[config.mk]
export PLATFORM = sky130hd
export DESIGN_NAME = bot_update_ctrl
export DESIGN_NICKNAME = d
export VERILOG_FILES = /design/src/rtl/bot_update_ctrl.sv
export SDC_FILE = /design/constraint.sdc
export NUM_CORES = 1
export LEC_CHECK = 0
export CAP_MARGIN = 20
export CELL_PAD_IN_SITES_DETAIL_PLACEMENT = 0
export CELL_PAD_IN_SITES_GLOBAL_PLACEMENT = 1
export CORE_MARGIN = 3
export CORE_UTILIZATION = 33
export CTS_CLUSTER_DIAMETER = 80
export CTS_CLUSTER_SIZE = 24
export DETAILED_ROUTE_END_ITERATION = 16
export PLACE_DENSITY = 0.76
export REMOVE_ABC_BUFFERS = 1
export SLEW_MARGIN = 0
export SYNTH_ARGS = -nofsm -noshare
export SYNTH_HDL_FRONTEND = slang
export SYNTH_SLANG_ARGS = --single-unit
[constraint.sdc]
create_clock -name clk -period 2.44 [get_ports clk]
set_input_delay 0.366 -clock clk [delete_from_list [all_inputs] [get_ports clk]]
set_output_delay 0.366 -clock clk [all_outputs]
set_load 0.03 [all_outputs]
[src/rtl/bot_update_ctrl.sv]
// Rojobot <-> MIPSfpga update handshake: edge-detected snapshot, pending flag, overrun/timeout status.
// Optional: define BOT_UPDATE_CTRL_STOP_ON_TIMEOUT_EN to force motctl_out to 0 while timeout is set.
module bot_update_ctrl #(
  parameter int unsigned TIMEOUT_CYCLES = 1000000,
  parameter int unsigned OVR_W          = 8
) (
  input  logic              clk,
  input  logic              reset,
  input  logic              upd_sysregs,
  input  logic [31:0]       bot_info_in,
  input  logic              int_ack,
  input  logic              clr_status,
  input  logic [7:0]        motctl_in,
  output logic [31:0]       bot_info_out,
  output logic              update_pending,
  output logic [OVR_W-1:0]  overrun_cnt,
  output logic              timeout,
  output logic [7:0]        motctl_out
);

  localparam int unsigned   TW         = $clog2(TIMEOUT_CYCLES);
  localparam logic [TW-1:0] TIMER_LAST = TW'(TIMEOUT_CYCLES - 1);

  typedef enum logic {IDLE, PENDING} state_t;

  state_t            state_q, state_d;
  logic              upd_q;
  logic [31:0]       info_q, info_d;
  logic [TW-1:0]     timer_q, timer_d;
  logic [OVR_W-1:0]  ovr_q, ovr_d;
  logic              to_q, to_d;
  logic [7:0]        mot_q, mot_d;
  logic              upd_edge;
  logic              ovr_inc;
  logic              to_set;

  assign upd_edge = upd_sysregs & ~upd_q;

  always_comb begin
    state_d = state_q;
    info_d  = info_q;
    timer_d = timer_q;
    ovr_inc = 1'b0;
    to_set  = 1'b0;
    case (state_q)
      IDLE: begin
        if (upd_edge) begin
          info_d  = bot_info_in;
          timer_d = '0;
          state_d = PENDING;
        end
      end
      PENDING: begin
        // Ack with a fresh edge consumes the old snapshot, so it is not an overrun.
        if (int_ack && upd_edge) begin
          info_d  = bot_info_in;
          timer_d = '0;
        end else if (int_ack) begin
          state_d = IDLE;
        end else if (upd_edge) begin
          info_d  = bot_info_in;
          timer_d = '0;
          ovr_inc = 1'b1;
        end else if (timer_q == TIMER_LAST) begin
          to_set  = 1'b1;
          timer_d = '0;
          state_d = IDLE;
        end else begin
          timer_d = timer_q + TW'(1);
        end
      end
      default: state_d = IDLE;
    endcase

    ovr_d = ovr_q;
    if (ovr_inc && (ovr_q != '1)) ovr_d = ovr_q + OVR_W'(1);
    if (clr_status) ovr_d = '0;

    // A timeout raised in the same cycle as a clear must survive it.
    to_d = to_q;
    if (clr_status) to_d = 1'b0;
    if (to_set)     to_d = 1'b1;

`ifdef BOT_UPDATE_CTRL_STOP_ON_TIMEOUT_EN
    mot_d = to_q ? 8'h00 : motctl_in;
`else
    mot_d = motctl_in;
`endif
  end

  always_ff @(posedge clk) begin
    if (reset) begin
      state_q <= IDLE;
      upd_q   <= 1'b0;
      info_q  <= '0;
      timer_q <= '0;
      ovr_q   <= '0;
      to_q    <= 1'b0;
      mot_q   <= '0;
    end else begin
      state_q <= state_d;
      upd_q   <= upd_sysregs;
      info_q  <= info_d;
      timer_q <= timer_d;
      ovr_q   <= ovr_d;
      to_q    <= to_d;
      mot_q   <= mot_d;
    end
  end

  assign bot_info_out   = info_q;
  assign update_pending = (state_q == PENDING);
  assign overrun_cnt    = ovr_q;
  assign timeout        = to_q;
  assign motctl_out     = mot_q;

endmodule

; Yosys cells after proc, flatten, opt, wreduce, memory -nomap -nowiden
; Index checks and enable logic that the tools add are counted.
[word_totals]
out_inout_bits = 50
wordCells = 47
regBits = 71
inputBits = 45
[op_classes]
n_reduce_logical = 5
mux = 26
n_bitwise = 3
n_addsub = 2
eq_ne = 4
[ops]
columns = op, count
row1 = $mux 20, 5
row2 = $mux 32, 3
row3 = $pmux 32 s2, 1
row4 = $pmux 20 s2, 1
row5 = $add 20x1->20 const B, 1
row6 = $eq 20x20->1 const B, 1
row7 = $mux 1, 15
row8 = $add 8x1->8 const B, 1
row9 = $ne 8x8->1 const B, 1
row10 = $ne 3x2->1 const B, 1
row11 = $logic_and 1x1->1, 2
row12 = $ne 2x2->1 const B, 1
row13 = $not 1->1, 2
row14 = $pmux 1 s2, 1
row15 = $reduce_and 2->1, 1
row16 = $reduce_bool 2->1, 1
row17 = $reduce_or 2->1, 1
row18 = $and 1x1->1, 1

; Longest topological paths before layout
[depth]
depth_word = 7
ltp_mapped = 7
depth_no_buf = 6

; Least setup slack after synthesis
; OpenSTA, ideal clock, no wires.
[synth_timing]
path_kind = register to register
start = register timer_q[0]
end = register timer_q[11]
n_path_buf = 0
period_less_slack_ns = 1.687
path_stages_with_launch = 7
required_ns = 2.307
path_slack_ns = 0.753
t_arrival_ns = 1.554
setup_ns = 0.133
path_cell_list = dfxtp_1 -> ha_1 -> nand4_1 -> nor2_1 -> a31oi_4 -> o21bai_1 -> nor2_1
[synth_between]
elab_chain_cells = 6
word_cells_on_any_way = 7
cone_classes = add/sub: 1 / eq/ne: 1 / mux: 5
[synth_rtl]
columns = element, line
row1 = start: declaration, 29  ; logic [TW-1:0] timer_q, timer_d;
row2 = start signal: assignment, 104  ; timer_q <= timer_d;
row3 = $add 20x1->20 / $eq 20x20->1 (equally long branches), "69, 64"
row4 = $mux 20 *, 64  ; end else if (timer_q == TIMER_LAST) begin
row5 = $mux 20 *, 60  ; end else if (upd_edge) begin
row6 = $mux 20 *, 58  ; end else if (int_ack) begin
row7 = $mux 20 *, 55  ; if (int_ack && upd_edge) begin
row8 = $pmux 20 s2 *, 45  ; case (state_q)
; Every way passes the cells marked *; elsewhere a longest branch is shown, timed or not. The select of a mux whose other input is x is not followed.
; A chain may end at the register's enable or synchronous reset.

; Final worst setup path
[layout_timing]
start = register timer_q[0]
end = register timer_q[14]
; Same word-level chain as after synthesis.

==> flow_summary.toml <==
[outcome]
status = "finished clean"

[sta]
skew_ns = 0.009159
rsz0062_at_grt = "no"
fmax_mhz = 498.8
worstMarginPinSlew_ns = 0.6577
maxSlewHeadroom_pct = 55.02
period_share_pct = 82.17
fin_hold_ws_ns = 0.4550
hold_viol_final = 0
finalSetupViolCount = 0
fin_crit_ns = 2.005
slew_viol_final = 0

[clock_network]
cts_buffers = 9
cts-root-buf = "clkbuf_8"
cts_tree = "yes"
cts_hold_buffers = 0
clkLatencyLatePin_ns = 0.34
cts_buffer_depth = 2
htreeDepth = 3
post_cts_buffers = 0
cts-resized-gates = 0
clkSinkCount = 71
clk_pin_slew_ns = 0.08

[logic_synthesis]
synth_cell_types = 45
netlist_instances = 358
avgSynthCellArea_um2 = 8.241
ys_warn_count = 0
seq_area_frac_synth_pct = 48.18
syn_area_um2 = 2950
synth_seq_cells = 71

[finish]
drive_gt1_share_pct = 7.659
synthToLayoutAreaGrowth_pct = 43.55
final_cell_area_um2 = 4235
fin_nets = 499
antenna_cells = 0

[floorplanning]
start_util_pct = 34.86
rows = 33
core-area_um2 = 8464
die_w_um = 100.6
dieArea_um2 = 10110
die_y_um = 100.6
num_io_pins = 95

[pwr]
p_per_area_nw_per_um2 = 618.7
switching_share_pct = 25.10
power_frac_clock_pct = 40.2
ir_drop_uv = 259.1
internal_power_mw = 1.963
combPwrFrac_pct = 13.4
seqPwrFrac_pct = 46.4
leakage_nw = 1.452
p_switching_uw = 657.6

[placed_design]
io_buffers = 94
dp_hpwl_um = 5405
placed_area_um2 = 4013
place.gp.congestion = 0.7864

[critical_path]
worstPathArrival_ns = 2.24
startpoint = "timer_q[0]"
cp-end-kind = "flop"
ff2ff_setup_slack_ns = 0.43
worst-setup-path-type = "flop to flop"
crit_end = "timer_q[14]"
reg2reg_to = "timer_q[14]"
required_ns = 2.67
rr_worst_depth = 8
crit-reg2reg-launch = "timer_q[0]"
startpoint_type = "flop"
cp_max_fo = 13

[detailed_routing]
wl_met3_um = 573
met1_length_um = 3750
dr.pass1.iters = 4
wl_per_cell_um = 13.82
routed_wl_um = 7765
vias = 2741
wl_met2_um = 3379
routed_via_density = 4.877
highest_layer = "met4"
drtIter0Drc = 102
postRouteAntennaNets = 0
drcViolationCount = 0

[global_route]
grt-ovfl-total = 0
grt_pass1_vias = 2524
grt_pass1_wl_um = 12500
antenna_found_initial = 0
grt_max_degree = 38
globalRouteTotalUtil_pct = 15.38

[run]
max_cap_viol_count = 0

[worst_hold_path]
hp-class = "flop to flop"
power groups by stage:
stage	logic [mW]	clock network [mW]	registers (mW)
after floorplan	0.0805	0	1.32
after global placement	0.353	0	1.24
after detailed placement	0.354	0	1.24
after CTS	0.355	1.09	1.22
after global routing	0.377	1.15	1.22
final	0.351	1.05	1.22
cell usage in the layout, fill, tap and decap left out, drive strengths merged, types with 2 or more instances in the layout:
master         Yosys  final
a21oi             39     39
a31oi              6      6
and3               2      2
and4               2      2
buf                7     12
bufinv             0      2
clkbuf            15     11
clkdlybuf4s50      0     93
clkinv             0      2
dfxtp             71     71
ha                 2      2
inv                4      4
nand2             86     86
nand2b             3      3
nand3             16     16
nand3b             3      3
nand4              9      9
nand4b             4      4
nor2              25     25
nor2b             16     16
nor3               6      6
nor4               5      5
o2111ai            2      2
o211ai             2      2
o21ai              3      3
or3                3      3
or4b               2      2
xnor2              7      7
xor2               6      6
stage by stage:
step | TNS [ns] | power, mW | utilization, % | std cells | setup slack (ns)
floorplan | -6.835 | 1.397 | - | 336 | -0.5862
global placement | 0 | 1.595 | 47.41 | 546 | 0.2685
detailed placement | 0 | 1.597 | 47.41 | 546 | 0.2655
CTS | 0 | 2.659 | 50.04 | 562 | 0.4276
global route | 0 | 2.750 | 50.04 | 562 | 0.2274
finish | 0 | 2.620 | 50.04 | 562 | 0.4350
cell usage after synthesis:
| cell | n | area (um^2) |
|---|---|---|
| nor2b_1 | 16 | 100.1 |
| buf_1 | 2 | 7.510 |
| nand2_1 | 85 | 319.1 |
| o21ai_0 | 3 | 15.01 |
| a31oi_4 | 1 | 21.27 |
| a31oi_1 | 5 | 31.28 |
| and4_1 | 2 | 17.52 |
| or4b_1 | 2 | 20.02 |
| a41oi_1 | 1 | 8.760 |
| o21bai_1 | 1 | 7.510 |
| ha_1 | 2 | 25.02 |
| nand2_2 | 1 | 6.260 |
| xor2_1 | 6 | 52.55 |
| a2111oi_0 | 1 | 8.760 |
| xnor2_1 | 7 | 61.31 |
| nor2_1 | 24 | 90.09 |
| and2_1 | 1 | 6.260 |
| nor4_1 | 4 | 25.02 |
| o311a_1 | 1 | 10.01 |
| or3_1 | 3 | 18.77 |
| o2111ai_1 | 2 | 17.52 |
| nand4bb_1 | 1 | 11.26 |
| or4_4 | 1 | 11.26 |
| o211ai_1 | 2 | 15.01 |
| inv_1 | 4 | 15.01 |
| a221oi_1 | 1 | 8.760 |
| o31ai_1 | 1 | 7.510 |
| clkbuf_1 | 14 | 52.55 |
| a311oi_1 | 1 | 8.760 |
| nand3_1 | 15 | 75.07 |
| nand4_1 | 9 | 56.30 |
| nand2b_1 | 3 | 18.77 |
| nor2_2 | 1 | 6.260 |
| nand3b_1 | 3 | 22.52 |
| nor3_1 | 6 | 30.03 |
| nand3_2 | 1 | 10.01 |
| or2_2 | 1 | 6.260 |
| and3_1 | 2 | 12.51 |
| mux2i_1 | 1 | 10.01 |
| dfxtp_1 | 71 | 1421 |
| a21oi_1 | 39 | 195.2 |
| nand4b_1 | 4 | 35.03 |
| buf_2 | 5 | 25.02 |
| nor4_4 | 1 | 21.27 |
| clkbuf_2 | 1 | 5.000 |
kinds of logic after synthesis:
kind of cell	Yosys count	synth area share (%)
AOI/OAI and AO/OA	59	12.04
adders and majority gates	2	0.8480
muxes	1	0.3393
xor gates and xnor gates	13	3.859
and+or+nand+nor	186	31.17
buffers and inverters	26	3.562
DFF	71	48.18
critical path, stage by stage, from the launching register on:
cell	delay [ns]
dfxtp_1	0.39
ha_1	0.26
nand4_1	0.15
nor2_1	0.28
a31oi_4	0.22
buf_4	0.22
o21bai_1	0.14
buf_4	0.17
nor2_1	0.05
layout make-up:
cell class,count,area [um^2]
inverters,4,15.01
flip-flops and latches,71,1421
multi-input cells,261,1426
clock buffers,11,141.4
repair buffers,105,1018
clock inverters,5,81.33
well taps,105,131.4
fillers,819,4229
registers in the layout, indices dropped and copies added, names as in the netlist:
register	count
motctl_out	8
upd_q	1
timer_q	20
overrun_cnt	8
timeout	1
update_pending	1
bot_info_out	32
how the worst min path moves through the flow:
stage | cells past startpoint | slack, ns | to | start
finish | 2 | 0.46 | bot_info_out[5] | bot_info_out[5]
global route | 2 | 0.47 | bot_info_out[12] | bot_info_out[12]
CTS | 2 | 0.45 | update_pending | reset
detailed placement | 2 | 0.45 | bot_info_out[5] | bot_info_out[5]
global placement | 2 | 0.44 | bot_info_out[27] | bot_info_out[27]
floorplan | 1 | 0.44 | bot_info_out[0] | reset
layer usage:
metal / global-route usage (%) / vias up
met5: 0 / -
met4: 3.938 / 0
met3: 5.675 / 7
met2: 22.78 / 99
met1: 21.19 / 1224
li1: - / 1411
Note: power is estimated with default switching activity, not from simulation.
